**src/rtl/vga_pkg.sv**
```systemverilog
// Shared VGA/zoom-path types and defaults: image size, bus widths and the
// sideband bundle that travels alongside each pixel.
package vga_pkg;
    localparam int IMG_W_DEF = 320;
    localparam int IMG_H_DEF = 240;
    localparam int ADDR_W    = 17;
    localparam int PIX_W     = 8;

    typedef struct packed {
        logic hs;
        logic vs;
        logic video_on;
        logic valid;
        logic in_img;
    } sideband_t;

    // Syncs inactive, no video, nothing valid.
    localparam sideband_t SB_RST = '{hs: 1'b1, vs: 1'b1, video_on: 1'b0, valid: 1'b0, in_img: 1'b0};
endpackage

```
**src/rtl/pixel_fetch_if.sv**
```systemverilog
// Zoom-result / memory / DAC bundle for pixel_fetch. The slave modport is the
// fetch stage itself; master is whatever drives coordinates and serves reads.
interface pixel_fetch_if;
    import vga_pkg::*;

    logic [9:0]        img_x;
    logic [9:0]        img_y;
    logic [ADDR_W-1:0] address;
    logic              zoom_done;
    logic              hsync_in;
    logic              vsync_in;
    logic              video_on_in;
    logic              mem_rd_en;
    logic [ADDR_W-1:0] mem_addr;
    logic [PIX_W-1:0]  mem_data;
    logic [PIX_W-1:0]  vga_r;
    logic [PIX_W-1:0]  vga_g;
    logic [PIX_W-1:0]  vga_b;
    logic              vga_hs;
    logic              vga_vs;
    logic              vga_blank_n;
`ifdef PIXEL_FETCH_UNDERRUN_CNT_EN
    logic [15:0]       underrun_cnt;
`endif

    modport slave (
        input  img_x, img_y, address, zoom_done, hsync_in, vsync_in, video_on_in, mem_data,
        output mem_rd_en, mem_addr, vga_r, vga_g, vga_b, vga_hs, vga_vs, vga_blank_n
`ifdef PIXEL_FETCH_UNDERRUN_CNT_EN
        , output underrun_cnt
`endif
    );

    modport master (
        output img_x, img_y, address, zoom_done, hsync_in, vsync_in, video_on_in, mem_data,
        input  mem_rd_en, mem_addr, vga_r, vga_g, vga_b, vga_hs, vga_vs, vga_blank_n
`ifdef PIXEL_FETCH_UNDERRUN_CNT_EN
        , input underrun_cnt
`endif
    );
endinterface

```
**src/rtl/sideband_delay.sv**
```systemverilog
// Fixed-depth shift register for the per-pixel sideband bundle; reset loads
// every stage with the supplied idle value so a flushed pipe shows no video.
module sideband_delay
    import vga_pkg::*;
#(
    parameter int DEPTH = 2
) (
    input  logic      clk_in,
    input  logic      reset,
    input  sideband_t i_rst_val,
    input  sideband_t i_sb,
    output sideband_t o_sb
);
    sideband_t [DEPTH-1:0] r_pipe;

    always_ff @(posedge clk_in) begin
        if (reset) begin
            for (int i = 0; i < DEPTH; i++) r_pipe[i] <= i_rst_val;
        end else begin
            r_pipe[0] <= i_sb;
            for (int i = 1; i < DEPTH; i++) r_pipe[i] <= r_pipe[i-1];
        end
    end

    assign o_sb = r_pipe[DEPTH-1];
endmodule

```
**src/rtl/pixel_fetch.sv**
```systemverilog
// Issues frame-memory reads for zoomed coordinates and drives aligned gray
// pixels + syncs to the DAC. PIXEL_FETCH_UNDERRUN_CNT_EN adds underrun_cnt.
module pixel_fetch
    import vga_pkg::*;
#(
    parameter int              IMG_W        = IMG_W_DEF,
    parameter int              IMG_H        = IMG_H_DEF,
    parameter int              MEM_LAT      = 2,
    parameter logic [PIX_W-1:0] BORDER_COLOR = 8'h00
) (
    input  logic         clk_in,
    input  logic         reset,
    pixel_fetch_if.slave bus
);
    localparam logic [31:0] X_LIM   = 32'(IMG_W);
    localparam logic [31:0] Y_LIM   = 32'(IMG_H);
    localparam logic [31:0] PIX_LIM = 32'(IMG_W * IMG_H);

    logic             w_in_img;
    logic             w_rd;
    logic             w_frame_start;
    sideband_t        w_sb_out;
    sideband_t        r_sb0;
    logic             r_rd_en;
    logic [ADDR_W-1:0] r_mem_addr;
    logic [PIX_W-1:0] r_pix;
    logic [PIX_W-1:0] r_last_px;
    logic             r_hs;
    logic             r_vs;
    logic             r_blank_n;

    assign w_in_img = (32'(bus.img_x) < X_LIM) && (32'(bus.img_y) < Y_LIM)
                   && (32'(bus.address) < PIX_LIM);
    assign w_rd     = bus.video_on_in && bus.zoom_done && w_in_img;

    // Stage 0: read strobe and sideband capture share one register edge.
    always_ff @(posedge clk_in) begin
        if (reset) begin
            r_sb0      <= SB_RST;
            r_rd_en    <= 1'b0;
            r_mem_addr <= '0;
        end else begin
            r_sb0   <= '{hs: bus.hsync_in, vs: bus.vsync_in, video_on: bus.video_on_in,
                         valid: bus.zoom_done, in_img: w_in_img};
            r_rd_en <= w_rd;
            if (w_rd) r_mem_addr <= bus.address;
        end
    end

    sideband_delay #(.DEPTH(MEM_LAT)) u_sb_delay (
        .clk_in    (clk_in),
        .reset     (reset),
        .i_rst_val (SB_RST),
        .i_sb      (r_sb0),
        .o_sb      (w_sb_out)
    );

    // Frame start is seen on the aligned vsync so it lines up with the pixels.
    assign w_frame_start = r_vs && !w_sb_out.vs;

    always_ff @(posedge clk_in) begin
        if (reset) begin
            r_pix     <= '0;
            r_last_px <= '0;
            r_hs      <= 1'b1;
            r_vs      <= 1'b1;
            r_blank_n <= 1'b0;
        end else begin
            r_hs      <= w_sb_out.hs;
            r_vs      <= w_sb_out.vs;
            r_blank_n <= w_sb_out.video_on;
            if (!w_sb_out.video_on)    r_pix <= '0;
            else if (!w_sb_out.valid)  r_pix <= r_last_px;
            else if (!w_sb_out.in_img) r_pix <= BORDER_COLOR;
            else begin
                r_pix     <= bus.mem_data;
                r_last_px <= bus.mem_data;
            end
            if (w_frame_start) r_last_px <= '0;
        end
    end

`ifdef PIXEL_FETCH_UNDERRUN_CNT_EN
    logic [15:0] r_underrun_cnt;

    always_ff @(posedge clk_in) begin
        if (reset || w_frame_start)
            r_underrun_cnt <= '0;
        else if (w_sb_out.video_on && !w_sb_out.valid && r_underrun_cnt != 16'hFFFF)
            r_underrun_cnt <= r_underrun_cnt + 16'd1;
    end

    assign bus.underrun_cnt = r_underrun_cnt;
`endif

    assign bus.mem_rd_en   = r_rd_en;
    assign bus.mem_addr    = r_mem_addr;
    assign bus.vga_r       = r_pix;
    assign bus.vga_g       = r_pix;
    assign bus.vga_b       = r_pix;
    assign bus.vga_hs      = r_hs;
    assign bus.vga_vs      = r_vs;
    assign bus.vga_blank_n = r_blank_n;
endmodule

```
**src/flat_wrapper.sv**
```systemverilog
// flat-port wrapper written by rule: the top's interface ports become plain ports
module pixel_fetch_flat import vga_pkg::*;
#(
    parameter int              IMG_W        = IMG_W_DEF,
    parameter int              IMG_H        = IMG_H_DEF,
    parameter int              MEM_LAT      = 2,
    parameter logic [PIX_W-1:0] BORDER_COLOR = 8'h00
)
  (clk_in, reset, bus_img_x, bus_img_y, bus_address, bus_zoom_done, bus_hsync_in, bus_vsync_in, bus_video_on_in, bus_mem_data, bus_mem_rd_en, bus_mem_addr, bus_vga_r, bus_vga_g, bus_vga_b, bus_vga_hs, bus_vga_vs, bus_vga_blank_n);
  pixel_fetch_if bus_i ();
  input  logic clk_in;
  input  logic reset;
  input wire logic [$bits(bus_i.img_x)-1:0] bus_img_x;
  input wire logic [$bits(bus_i.img_y)-1:0] bus_img_y;
  input wire logic [$bits(bus_i.address)-1:0] bus_address;
  input wire logic [$bits(bus_i.zoom_done)-1:0] bus_zoom_done;
  input wire logic [$bits(bus_i.hsync_in)-1:0] bus_hsync_in;
  input wire logic [$bits(bus_i.vsync_in)-1:0] bus_vsync_in;
  input wire logic [$bits(bus_i.video_on_in)-1:0] bus_video_on_in;
  input wire logic [$bits(bus_i.mem_data)-1:0] bus_mem_data;
  output wire logic [$bits(bus_i.mem_rd_en)-1:0] bus_mem_rd_en;
  output wire logic [$bits(bus_i.mem_addr)-1:0] bus_mem_addr;
  output wire logic [$bits(bus_i.vga_r)-1:0] bus_vga_r;
  output wire logic [$bits(bus_i.vga_g)-1:0] bus_vga_g;
  output wire logic [$bits(bus_i.vga_b)-1:0] bus_vga_b;
  output wire logic [$bits(bus_i.vga_hs)-1:0] bus_vga_hs;
  output wire logic [$bits(bus_i.vga_vs)-1:0] bus_vga_vs;
  output wire logic [$bits(bus_i.vga_blank_n)-1:0] bus_vga_blank_n;
  assign bus_i.img_x = bus_img_x;
  assign bus_i.img_y = bus_img_y;
  assign bus_i.address = bus_address;
  assign bus_i.zoom_done = bus_zoom_done;
  assign bus_i.hsync_in = bus_hsync_in;
  assign bus_i.vsync_in = bus_vsync_in;
  assign bus_i.video_on_in = bus_video_on_in;
  assign bus_i.mem_data = bus_mem_data;
  assign bus_mem_rd_en = bus_i.mem_rd_en;
  assign bus_mem_addr = bus_i.mem_addr;
  assign bus_vga_r = bus_i.vga_r;
  assign bus_vga_g = bus_i.vga_g;
  assign bus_vga_b = bus_i.vga_b;
  assign bus_vga_hs = bus_i.vga_hs;
  assign bus_vga_vs = bus_i.vga_vs;
  assign bus_vga_blank_n = bus_i.vga_blank_n;
  pixel_fetch #(.IMG_W(IMG_W), .IMG_H(IMG_H), .MEM_LAT(MEM_LAT), .BORDER_COLOR(BORDER_COLOR)) u_core (.clk_in(clk_in), .reset(reset), .bus(bus_i));
endmodule
```
**config.mk**
```make
export PLATFORM = sky130hd
export DESIGN_NAME = pixel_fetch_flat
export DESIGN_NICKNAME = d
export VERILOG_FILES = /design/src/rtl/vga_pkg.sv /design/src/rtl/pixel_fetch_if.sv /design/src/rtl/sideband_delay.sv /design/src/rtl/pixel_fetch.sv /design/src/flat_wrapper.sv
export SDC_FILE = /design/constraint.sdc
export NUM_CORES = 1
export LEC_CHECK = 0
export ABC_AREA = 0
export CORE_ASPECT_RATIO = 0.9
export CORE_MARGIN = 2
export CORE_UTILIZATION = 43
export CTS_BUF_LIST = sky130_fd_sc_hd__clkbuf_8
export DETAILED_ROUTE_END_ITERATION = 8
export HOLD_SLACK_MARGIN = 0.06
export PLACE_DENSITY_LB_ADDON = 0.3
export SLEW_MARGIN = 20
export SYNTH_ARGS = -nofsm -noshare
export SYNTH_HDL_FRONTEND = slang
export SYNTH_HIERARCHICAL = 1
export SYNTH_SLANG_ARGS = --single-unit
```
**constraint.sdc**
```tcl
create_clock -name clk_in -period 1.85 [get_ports clk_in]
set_clock_uncertainty 0.2 [all_clocks]
set_input_delay 0.37 -clock clk_in [delete_from_list [all_inputs] [get_ports clk_in]]
set_output_delay 0.37 -clock clk_in [all_outputs]
set_load 0.1 [all_outputs]
```
* Yosys cells after proc, flatten, opt, wreduce, memory -nomap -nowiden
Index checks and enable logic that the tools add are counted.
** Word-level totals
- Output and inout bits :: 45
- Flip-flop bits (word level) :: 52
- Word-level logic and storage cells :: 37
** Cells by class
- Bitwise logic cells :: 1
- Multiplexer cells :: 2
- Reduce and logical (&&, ||, !) cells :: 9
- $lt $le $gt $ge :: 3
** Operators by type and width (count)
- 17-bit < comparator (second input constant) :: 1
- 8-bit 2-to-1 mux :: 2
- 10-bit by 8-bit < comparator with 1-bit output (second input constant) :: 1
- 10-bit by 9-bit < comparator with 1-bit output (second input constant) :: 1
- 1-bit logical AND :: 5
- 2-bit OR reduction :: 2
- 3-bit AND reduction :: 1
- 1-bit zero test :: 1
- 1-bit NOT :: 1

* Longest topological paths before layout
Gate-level depths: netlist of run 1.
- Depth after elaboration :: 4
- Depth in mapped cells :: 6
- Mapped depth without buffers :: 4

* Hierarchy
The synthesis of run 1 kept the hierarchy.
** By module, submodules not included
- pixel_fetch :: times used 1, area each 1805.5 sq um, seq. area each 840.8 sq um, cells an instance 185
- sideband_delay :: times used 1, area each 399.1 sq um, seq. area each 200.2 sq um, cells an instance 26

* Worst setup path before layout of run 1
No wires, ideal clock.
- Path type :: register to output
- Start point :: register u_core.r_pix[0] (netlist: u_core/bus.vga_b[0])
- End point :: output bus_vga_g[0]
- Data required time :: 1280 ps
- Arrival time :: 1374 ps
- Stages on the path, launching flop included :: 2
- Path slack :: -94 ps
- Path through :: dfxtp_1 -> buf_4
** RTL lines
- start, declared :: RTL line pixel_fetch.sv:26 : logic [PIX_W-1:0] r_pix;
- start signal, assigned :: RTL line pixel_fetch.sv:73 : else if (!w_sb_out.valid) r_pix <= r_last_px;
- start signal, assigned :: RTL line pixel_fetch.sv:76 : r_pix <= bus.mem_data;
- end, declared :: RTL line flat_wrapper.sv:24 : output wire logic [$bits(bus_i.vga_g)-1:0] bus_vga_g;
No word-level cell between the ends.

* Worst setup path in the final report of run 1
- Start point :: input bus_address[14]
- End point :: register u_core.r_mem_addr[2] (netlist: u_core/bus.mem_addr[2])
** Between the ends
- Word-level cells in the longest chain between the ends :: 3
** Ends and longest elaborated chain
- start, declared :: RTL line flat_wrapper.sv:15 : input wire logic [$bits(bus_i.address)-1:0] bus_address;
- 17-bit < comparator :: RTL line pixel_fetch.sv:33 : && (32'(bus.address) < PIX_LIM);
- 1-bit logical AND :: RTL line pixel_fetch.sv:33
- 1-bit logical AND :: RTL line pixel_fetch.sv:34 : assign w_rd = bus.video_on_in && bus.zoom_done && w_in_img;
- end signal, assigned :: RTL line pixel_fetch.sv:46 : if (w_rd) r_mem_addr <= bus.address;
- end, declared :: RTL line pixel_fetch.sv:25 : logic [ADDR_W-1:0] r_mem_addr;
Every way passes these cells.
A chain may end at the register's enable or synchronous reset.

==> out/results.txt, run 1 <==
DRC violation count after routing -> 0
number of buffers added by the clock tree synthesis step -> 5
Net Sw Frac -> 24.4%
global-route wire length before repair -> 7.51 mm
post-CTS repair timing setup buffer count -> 0
top fanout value on the critical path -> 17
number of standard cells after synthesis -> 211
post-synthesis async set-or-reset flop share -> 0%
total negative slack for setup checks -> 0 ns
post-route ant nets -> 0
post-synthesis to final-layout area growth -> 64.0%
critical path type -> primary input to flip-flop
count of hold buffers inserted by post-cts repair -> 0
most frequently used flop master after synthesis -> sky130_fd_sc_hd__dfxtp_1
cell area reported after detailed placement -> 3480 µm²
most frequent cells in the layout -> sky130_fd_sc_hd__buf_12 (46), sky130_fd_sc_hd__dfxtp_1 (44), sky130_fd_sc_hd__nand2b_1 (42), sky130_fd_sc_hd__clkdlybuf4s50_1 (39), sky130_fd_sc_hd__mux2i_1 (25)
vias in the first global route -> 1,682
Yosys cell types -> 26
Diodes inserted -> 0
transition at the pin with the smallest max-transition slack -> 0.524 ns
switching power summed over all nets -> 599 µW
sequential cell area fraction in the yosys report -> 47.2%
detailed-route via count -> 1,623
Peak VDD IR -> 512 µV
initial drt markers -> 70
most common cell after layout, fill and taps aside -> sky130_fd_sc_hd__buf_12
min-delay worst type -> flip-flop to flip-flop
wire length reported by the detailed router -> 4.55 mm
Placed Cells incl. Taps -> 347
logic gate share of total power -> 17.9%
run status -> completed
drt via density -> 4.57
gr ovfl total -> 0
sort of element at the end of the critical path -> flip-flop
setup repair after global routing missed its margin -> false
required time of the worst setup path -> 1.88 ns
clock root buffer -> sky130_fd_sc_hd__clkbuf_8
Cell Count, Final, Fillers Out -> 355
mean instance size in the synthesized netlist -> 10.4 µm²
count of flip-flops with a built-in enable after synthesis -> 0
placer's final routability congestion estimate -> 0.808
maximum achievable frequency -> 562 MHz
pin count of the biggest net entering global routing -> 25
initial antenna violation count -> 0
share of post-route cells with drive strength above 1 -> 31.0%
relative contribution of sequential cells to total power -> 48.1%
minimum clock period after layout -> 1.78 ns
total of warnings raised by yosys -> 6
number of levels the H-tree was split into -> 2
# IOs -> 96
Leak -> 1.45 nW
Clock Pin Slew Worst Setup and Hold Paths -> 0.09 ns
Int Pwr -> 1.85 mW
clock share of power -> 34.0%
cell area after technology mapping -> 2200 µm²
clock tree from TritonCTS -> yes
average wire per cell in the routed design -> 12.8 µm
Total Die Area -> 5720 µm²
core area -> 4890 µm²
max-slew headroom at the worst pin -> 64.9%
largest buffer count on any clock path -> 2
clk sinks -> 52
estimated wirelength of the detail-placed design -> 3.47 mm
die boundary height -> 71.9 µm
post-route clock period utilization -> 96.2%
total iterations of the first detailed-routing run -> 4
number of flip-flops and latches in the synthesized netlist -> 52
clock latency on the worst-skew pair -> 0.30 ns
port buffer count -> 85
global-route usage over all layers -> 17.0%
cells resized by post-CTS repair -> 0
number of cell rows -> 24
max-slew violation count -> 0
total non-filler cell area in the finished layout -> 3610 µm²
P per Cell Area -> 678 nW/µm²
initial core utilization -> 45.0%
worst path arrival time -> 1.81 ns
Final #Nets -> 340
setup violation total in the final timing report -> 0
kind of start point of the critical path -> primary input
max-cap check violation count -> 0
Hold Vio Cnt, Final -> 0
die width -> 79.5 µm
final cells by class:
| class | count | area, µm² |
|---|---|---|
| Inverter | 2 | 7.51 |
| Clock buffer | 7 | 96.3 |
| Multi-Input combinational cell | 133 | 965 |
| Sequential cell | 52 | 1050 |
| Fill cell | 345 | 1280 |
| Clock inverter | 1 | 30.0 |
| Timing Repair Buffer | 95 | 1380 |
| Tap cell | 65 | 81.3 |
flip-flops by register name (all words and copies together) (netlist names):
name                      count
u_core/bus.mem_addr          17
u_core/bus.vga_b              8
u_core/r_last_px              8
u_core/r_sb0                  5
u_core/u_sb_delay/o_sb        5
u_core/u_sb_delay/r_pipe      5
u_core/bus.mem_rd_en          1
u_core/bus.vga_blank_n        1
u_core/bus.vga_hs             1
u_core/bus.vga_vs             1
final timing paths:
check	startpoint	end	slack (ns)	cells after the start
min	u_core/u_sb_delay/o_sb[4]	u_core/bus.vga_hs	0.22	1
max	bus_address[14]	u_core/bus.mem_addr[2]	0.07	6
max reg2reg	u_core/u_sb_delay/o_sb[1]	u_core/r_last_px[1]	0.46	3
min reg2reg	u_core/u_sb_delay/o_sb[4]	u_core/bus.vga_hs	0.22	1
Yosys cell counts (all sizes together) (3+ instances only):
library cell / count / area (µm²)
a21oi: 9 / 45.0
nand2: 3 / 11.3
nand3: 9 / 45.0
nand2b: 42 / 263
mux2i: 25 / 250
nor3: 4 / 30.0
nor2: 8 / 30.0
buf: 25 / 205
clkbuf: 7 / 26.3
mux2: 10 / 150
dfxtp: 52 / 1040
or2: 4 / 25.0
power groups by stage:
stage	sequential (mW)	combinational, mW	clock [mW]
2_1_floorplan	1.27	0.197	0
3_3_place_gp	1.20	0.431	0
3_5_place_dp	1.21	0.438	0
4_1_cts	1.18	0.439	0.866
5_1_grt	1.18	0.462	0.906
6_report	1.18	0.439	0.834
layer usage:
metal  track usage (%)  vias up  wire (µm)
met5                 0        -          0
met4              9.39        0         81
met3              4.48        7        290
met2              30.5       54       2380
met1              18.2      746       1800
li1                  -      816          -
stage by stage:
stage	setup slack [ns]	util, %	total power [mW]	hold WS [ns]
floorplan	0.240	-	1.46	0.237
global placement	-0.190	71.2	1.63	0.194
detailed placement	-0.256	71.2	1.64	0.198
CTS	0.0659	73.8	2.49	0.221
global route	0.0140	73.8	2.55	0.239
finish	0.0694	73.8	2.45	0.219
critical path: stages:
cell                              delay, ns
sky130_fd_sc_hd__clkdlybuf4s50_1       0.50
sky130_fd_sc_hd__nand4bb_1             0.14
sky130_fd_sc_hd__o211ai_2              0.14
sky130_fd_sc_hd__nor3_4                0.24
sky130_fd_sc_hd__buf_12                0.20
sky130_fd_sc_hd__mux2i_1               0.21
cell families (layout without fill, tap and decap cells):
group	Yosys count	count (layout)	synth area share (%)
and+or+nand+nor	75	75	20.0
DFF	52	52	47.2
muxes	35	35	18.2
buffers and inverters	34	105	10.8
AOI/OAI and AO/OA	13	13	3.40
other	2	10	0.341
Note: power is estimated with default switching activity, not from simulation.
==> run 2, diff against run 1 <==
--- a/config.mk
+++ b/config.mk
@@ -5,7 +5,8 @@
 export SDC_FILE = /design/constraint.sdc
 export NUM_CORES = 1
 export LEC_CHECK = 0
-export ABC_AREA = 0
+export ABC_AREA = 1
+export CAP_MARGIN = 20
 export CORE_ASPECT_RATIO = 0.9
 export CORE_MARGIN = 2
 export CORE_UTILIZATION = 43
==> out/results.txt, run 2 <==
switching power summed over all nets -> 629 µW (+5.0%)
Peak VDD IR -> 462 µV (-9.8%)
clk sinks -> 52 (unchanged)
initial core utilization -> 44.9% (-0.11 points)
cell area after technology mapping -> 2190 µm² (-0.85%)
count of flip-flops with a built-in enable after synthesis -> 0 (unchanged)
Reg2Reg Capture Point -> u_core/r_last_px[0]
most common cell after layout, fill and taps aside -> sky130_fd_sc_hd__nand2_1
setup repair after global routing missed its margin -> false
Total Die Area -> 5670 µm² (-0.80%)
Cell Count, Final, Fillers Out -> 435 (+23%)
post-synthesis async set-or-reset flop share -> 0% (unchanged)
P per Cell Area -> 669 nW/µm² (-1.4%)
logic gate share of total power -> 17.4% (-0.5 points)
Diodes inserted -> 0 (unchanged)
clock latency on the worst-skew pair -> 0.31 ns (about the same)
most frequently used flop master after synthesis -> sky130_fd_sc_hd__dfxtp_1
vias in the first global route -> 1,972 (+17%)
sequential cell area fraction in the yosys report -> 47.6% (+0.41 points)
Layout fillers -> 375 (+8.7%)
wire length reported by the detailed router -> 5.17 mm (+14%)
max-slew violation count -> 0 (unchanged)
port buffer count -> 85 (unchanged)
required time of the worst setup path -> 1.89 ns (about the same)
run status -> completed
most frequent cells in the layout -> sky130_fd_sc_hd__nand2_1 (66), sky130_fd_sc_hd__nor2_1 (51), sky130_fd_sc_hd__buf_12 (47), sky130_fd_sc_hd__dfxtp_1 (44), sky130_fd_sc_hd__clkdlybuf4s50_1 (40)
estimated wirelength of the detail-placed design -> 3.92 mm (+13%)
logic depth of the worst register-to-register path -> 4 (+1)
Placed Cells incl. Taps -> 427 (+23%)
Yosys cell types -> 21 (-19%)
number of standard cells after synthesis -> 293 (+39%)
count of hold buffers inserted by post-cts repair -> 0 (unchanged)
detailed-route via count -> 2,001 (+23%)
number of cell rows -> 24 (unchanged)
synth cell count leaders -> sky130_fd_sc_hd__nand2_1 (67), sky130_fd_sc_hd__dfxtp_1 (52), sky130_fd_sc_hd__nor2_1 (52), sky130_fd_sc_hd__inv_1 (36), sky130_fd_sc_hd__buf_4 (22)
worst min-delay path startpoint -> u_core/u_sb_delay/o_sb[4]
leading cell type by number of instances after synthesis -> sky130_fd_sc_hd__nand2_1
placer's final routability congestion estimate -> 0.736 (-9.0%)
number of buffers added by the clock tree synthesis step -> 5 (unchanged)
clock tree from TritonCTS -> yes
Final Hold Slack -> 0.219 ns (+0.000264 ns)
worst path arrival time -> 1.71 ns (-0.10 ns)
pin count of the biggest net entering global routing -> 19 (-24%)
Clock Pin Slew Worst Setup and Hold Paths -> 0.09 ns (about the same)
instance count along the most critical hold path -> 1 (unchanged)
post-synthesis cell type with the largest combined area -> sky130_fd_sc_hd__dfxtp_1
initial drt markers -> 121 (+73%)
clock share of power -> 33.6% (-0.4 points)
top-area cell type share of the netlist area -> 47.6% (+0.41 points)
post-route clock period utilization -> 90.1% (-6.2 points)
largest buffer count on any clock path -> 2 (unchanged)
relative contribution of sequential cells to total power -> 49.0% (+0.9 points)
Leak -> 1.56 nW (+7.6%)
dominant cells by area after synthesis -> sky130_fd_sc_hd__dfxtp_1 (48%), sky130_fd_sc_hd__nand2_1 (12%), sky130_fd_sc_hd__nor2_1 (8.9%)
Final #Nets -> 420 (+24%)
mean instance size in the synthesized netlist -> 7.46 µm² (-29%)
initial antenna violation count -> 0 (unchanged)
Net Sw Frac -> 26.1% (+1.7 points)
total of warnings raised by yosys -> 6 (unchanged)
DRC violation count after routing -> 0 (unchanged)
share of post-route cells with drive strength above 1 -> 24.6% (-6.4 points)
flip-flop count of the largest register after layout -> 17 (unchanged)
number of levels the H-tree was split into -> 2 (unchanged)
drt via density -> 4.60 (+0.62%)
critical path type -> primary input to flip-flop
RR Startpoint -> u_core/u_sb_delay/o_sb[1]
Hold Vio Cnt, Final -> 0 (unchanged)
Int Pwr -> 1.78 mW (-3.8%)
setup violation total in the final timing report -> 0 (unchanged)
minimum clock period after layout -> 1.67 ns (-0.114 ns)
total iterations of the first detailed-routing run -> 4 (unchanged)
maximum achievable frequency -> 600 MHz (+6.8%)
die boundary height -> 71.6 µm (-0.40%)
gr ovfl total -> 0 (unchanged)
top fanout value on the critical path -> 17 (unchanged)
post-route ant nets -> 0 (unchanged)
clock root buffer -> sky130_fd_sc_hd__clkbuf_8
die width -> 79.2 µm (-0.40%)
sort of element at the end of the critical path -> flip-flop
min-delay worst type -> flip-flop to flip-flop
post-synthesis to final-layout area growth -> 64.9%
core area -> 4860 µm² (-0.61%)
max-cap check violation count -> 0 (unchanged)
global-route wire length before repair -> 8.99 mm (+20%)
global-route usage over all layers -> 20.4% (+3.4 points)
Reg2Reg Setup Slack -> 0.28 ns (-0.18 ns)
kind of start point of the critical path -> primary input
average wire per cell in the routed design -> 11.9 µm (-7.4%)
number of flip-flops and latches in the synthesized netlist -> 52 (unchanged)
final standard cell utilization of the core -> 74.1% (+0.25 points)
Worst Hold Path EP -> u_core/bus.vga_hs
# IOs -> 96 (unchanged)
==> run 2: changes by cell type after synthesis, moves of 10 or more <==
cell	previous run	this run
sky130_fd_sc_hd__nand2_1	3	67
sky130_fd_sc_hd__nor2_1	8	52
sky130_fd_sc_hd__nand2b_1	42	0
sky130_fd_sc_hd__inv_1	2	36
sky130_fd_sc_hd__mux2i_1	25	0
sky130_fd_sc_hd__nand4_1	1	17
sky130_fd_sc_hd__mux2_4	10	0
==> run 2: cells by family (layout without fill, tap and decap cells) <==
logic type,after synthesis,in the layout,synth area share (%)
AOI/OAI and AO/OA,18,18,5.04
buffers and inverters,67,141,16.0
DFF,52,52,47.6
other,2,5,0.344
and+or+nand+nor,154,154,31.0
==> run 2: power by group through the flow <==
stage               combinational (mW)  clock, mW  sequential (mW)
floorplan                        0.161          0             1.27
global placement                 0.407          0             1.21
detailed placement               0.416          0             1.21
CTS                              0.418      0.835             1.18
global route                     0.450      0.886             1.19
finish                           0.418      0.810             1.18
==> run 2: critical path: stages <==
cell and delay (ns):
sky130_fd_sc_hd__clkdlybuf4s50_1 0.45, sky130_fd_sc_hd__nor2_2 0.15, sky130_fd_sc_hd__nor2_1 0.07, sky130_fd_sc_hd__nor2_2 0.11, sky130_fd_sc_hd__nand3_2 0.11, sky130_fd_sc_hd__nor2_4 0.12, sky130_fd_sc_hd__buf_12 0.15, sky130_fd_sc_hd__nor2_1 0.06
sky130_fd_sc_hd__nor2_1 0.11
==> run 2: metrics by stage <==
stage | setup slack, ns | cell area, µm² | power, mW | TNS, ns
global placement | -0.0788 | 3480 | 1.61 | -1.23
detailed placement | -0.145 | 3480 | 1.62 | -2.04
floorplan | 0.227 | 2210 | 1.44 | 0
finish | 0.184 | 3600 | 2.41 | 0
global route | 0.0393 | 3600 | 2.52 | 0
CTS | 0.108 | 3600 | 2.43 | 0
==> run 2: final cells by class <==
cell class | instances | area (µm²) | area share, %
inverters | 39 | 146 | 4.06
clock inverters | 2 | 38.8 | 1.08
repair buffers | 94 | 1390 | 38.7
clock buffers | 6 | 82.6 | 2.29
multi-input cells | 177 | 811 | 22.5
flip-flops and latches | 52 | 1050 | 29.2
well taps | 65 | 81.3 | 2.26
==> run 2: worst max-delay path by stage <==
stage,startpoint,end,slack (ns),depth (start not counted)
floorplan,u_core/bus.vga_vs,u_core/r_last_px[0],0.23,3
global placement,bus_address[14],u_core/bus.mem_addr[4],-0.08,9
detailed placement,bus_address[14],u_core/bus.mem_addr[12],-0.15,9
CTS,u_core/u_sb_delay/o_sb[1],u_core/r_last_px[0],0.11,4
global route,bus_address[14],u_core/bus.mem_addr[12],0.04,9
finish,bus_address[14],u_core/bus.mem_addr[12],0.18,9
==> run 2: timing repair <==
action,4_1_cts,5_1_grt
endpoints found under the setup margin,0,5
resized for setup,0,2
setup buffers,0,0
endpoints found under the hold margin,0,0
==> run 2: layer usage <==
metal / wire length (µm) / global-route usage, % / share of wire [%] / vias up
li1: - / - / - / 1033
met3: 352 / 6.55 / 6.8 / 12
met1: 2090 / 23.8 / 40 / 884
met5: 0 / 0 / 0 / -
met2: 2600 / 34.0 / 50 / 72
met4: 127 / 9.96 / 2.5 / 0
==> run 3, diff against run 2 <==
--- a/config.mk
+++ b/config.mk
@@ -7,9 +7,11 @@
 export LEC_CHECK = 0
 export ABC_AREA = 1
 export CAP_MARGIN = 20
+export CELL_PAD_IN_SITES_DETAIL_PLACEMENT = 0
+export CELL_PAD_IN_SITES_GLOBAL_PLACEMENT = 1
 export CORE_ASPECT_RATIO = 0.9
 export CORE_MARGIN = 2
-export CORE_UTILIZATION = 43
+export CORE_UTILIZATION = 30
 export CTS_BUF_LIST = sky130_fd_sc_hd__clkbuf_8
 export DETAILED_ROUTE_END_ITERATION = 8
 export HOLD_SLACK_MARGIN = 0.06
==> out/results.txt, run 3 (same netlist as run 2, synthesis figures left out) <==
Hold Vio Cnt, Final -> 0 (unchanged)
crit path from -> bus_video_on_in
Clock Pin Slew Worst Setup and Hold Paths -> 0.09 ns (about the same)
critical path type -> primary input to flip-flop
Worst Hold Path EP -> u_core/u_sb_delay/r_pipe[1]
wire length reported by the detailed router -> 4.99 mm (-3.5%)
met3 global-route usage -> 4.44% (-2.1 points)
most common cell after layout, fill and taps aside -> sky130_fd_sc_hd__nand2_1
flip-flop count of the largest register after layout -> 17 (unchanged)
cells resized by post-CTS repair -> 0 (unchanged)
Total Die Area -> 7990 µm² (+41%)
max-slew violation count -> 0 (unchanged)
routing layer with the top usage in global route -> met2
minimum clock period after layout -> 1.65 ns (-0.0117 ns)
instance count along the most critical hold path -> 2 (+1)
Cell Count, Final, Fillers Out -> 467 (+7.4%)
Diodes inserted -> 0 (unchanged)
clock latency on the worst-skew pair -> 0.29 ns (-0.02 ns)
average wire per cell in the routed design -> 10.7 µm (-10%)
smallest setup slack after layout -> 0.195 ns (+0.0117 ns)
final standard cell utilization of the core -> 51.6% (-23 points)
total negative slack for setup checks -> 0 ns (unchanged)
most frequent cells in the layout -> sky130_fd_sc_hd__nand2_1 (66), sky130_fd_sc_hd__nor2_1 (52), sky130_fd_sc_hd__buf_12 (46), sky130_fd_sc_hd__dfxtp_1 (44), sky130_fd_sc_hd__clkdlybuf4s50_1 (40)
Final Hold Slack -> 0.225 ns (+0.00644 ns)
initial core utilization -> 31.1% (-14 points)
clock root buffer -> sky130_fd_sc_hd__clkbuf_8
Pwr Total -> 2.25 mW (-6.5%)
die width -> 94.0 µm (+19%)
share of post-route cells with drive strength above 1 -> 25.1% (+0.54 points)
Leak -> 1.56 nW (about the same)
number of levels the H-tree was split into -> 2 (unchanged)
worst path arrival time -> 1.69 ns (-0.02 ns)
maximum achievable frequency -> 604 MHz (+0.71%)
Layout fillers -> 665 (+77%)
pin count of the biggest net entering global routing -> 19 (unchanged)
worst min-delay path startpoint -> u_core/r_sb0[1]
required time of the worst setup path -> 1.88 ns (about the same)
setup violation total in the final timing report -> 0 (unchanged)
sequential cell area -> 1050 µm² (unchanged)
number of cell rows -> 29 (+21%)
worst setup timing slack at the placement stage -> -0.154 ns (-0.00852 ns)
P per Cell Area -> 621 nW/µm² (-7.2%)
core area -> 7040 µm² (+45%)
post-route clock period utilization -> 89.4% (-0.63 points)
initial drt markers -> 43 (-64%)
post-CTS repair timing setup buffer count -> 0 (unchanged)
global-route wire length before repair -> 8.53 mm (-5.1%)
max-cap check violation count -> 0 (unchanged)
count of hold buffers inserted by post-cts repair -> 0 (unchanged)
die boundary height -> 85.0 µm (+19%)
drt via density -> 4.09 (-11%)
setup repair after global routing missed its margin -> false
area of the multi-input gates -> 808 µm² (-0.31%)
port buffer count -> 85 (unchanged)
Reg2Reg Setup Slack -> 0.31 ns (+0.03 ns)
global-route usage over all layers -> 13.3% (-7.1 points)
detailed-route via count -> 1,909 (-4.6%)
total non-filler cell area in the finished layout -> 3630 µm² (+0.73%)
number of buffers added by the clock tree synthesis step -> 5 (unchanged)
largest buffer count on any clock path -> 2 (unchanged)
post-synthesis to final-layout area growth -> 66.1%
post-route ant nets -> 0 (unchanged)
RR Startpoint -> u_core/u_sb_delay/o_sb[1]
# IOs -> 96 (unchanged)
initial antenna violation count -> 0 (unchanged)
met2 routing resource usage after global routing -> 22.1% (-12 points)
total iterations of the first detailed-routing run -> 4 (unchanged)
DRC violation count after routing -> 0 (unchanged)
Final #Nets -> 424 (+0.95%)
gr ovfl total -> 0 (unchanged)
placer's final routability congestion estimate -> 0.760 (+3.3%)
vias in the first global route -> 1,813 (-8.1%)
Placed Cells incl. Taps -> 459 (+7.5%)
Peak VDD IR -> 412 µV (-11%)
sort of element at the end of the critical path -> flip-flop
estimated wirelength of the detail-placed design -> 3.86 mm (-1.5%)
clock tree from TritonCTS -> yes
run status -> completed
logic depth of the worst register-to-register path -> 4 (unchanged)
clk sinks -> 52 (unchanged)
cell area reported after detailed placement -> 3530 µm² (+1.5%)
kind of start point of the critical path -> primary input
min-delay worst type -> flip-flop to flip-flop
GR met1 Demand/Resource -> 16.5% (-7.3 points)
Reg2Reg Capture Point -> u_core/r_last_px[3]
top fanout value on the critical path -> 17 (unchanged)
==> run 3: changes by cell type in the layout (fill, tap and decap cells not counted) <==
cell                         delta
sky130_fd_sc_hd__buf_4          +5
sky130_fd_sc_hd__clkinvlp_4     +2
sky130_fd_sc_hd__buf_12         -1
sky130_fd_sc_hd__bufinv_16      -1
sky130_fd_sc_hd__clkinv_4       -1
sky130_fd_sc_hd__nor2_1         +1
sky130_fd_sc_hd__nor2_2         -1
==> run 3: cell type report <==
cell class	instances	share of cell area [%]
multi-input combinational	177	22.3
sequential	52	28.9
inverter	39	4.03
clock buffer	6	2.27
clock inverter	2	0.414
timing repair buffer	98	38.9
tap	93	3.20
==> run 3: layer usage <==
metal / share of wire [%] / wire length, µm
met1: 46 / 2290
met2: 46 / 2310
met3: 6.8 / 338
met4: 0.98 / 49
met5: 0 / 0
==> run 3: how the worst max path moves through the flow <==
stage	endpoint	slack, ns	cells past startpoint
detailed placement	u_core/bus.mem_addr[6]	-0.15	6
finish	u_core/bus.mem_addr[11]	0.20	6
floorplan	u_core/r_last_px[0]	0.23	3
CTS	u_core/r_last_px[3]	0.13	4
global placement	u_core/bus.mem_addr[4]	-0.13	6
global route	u_core/bus.mem_addr[7]	0.03	6
==> run 3: power by group <==
part,switching (mW),internal (mW)
registers,0.0247,1.16
clock network,0.352,0.303
logic,0.232,0.184
total,0.610,1.64
==> run 3: critical path, cell delays in order <==
cell and delay, ns:
sky130_fd_sc_hd__clkdlybuf4s50_1 0.42, sky130_fd_sc_hd__nand2_1 0.11, sky130_fd_sc_hd__clkinv_1 0.39, sky130_fd_sc_hd__nand4_1 0.24, sky130_fd_sc_hd__nand2_1 0.06, sky130_fd_sc_hd__nor2_1 0.08
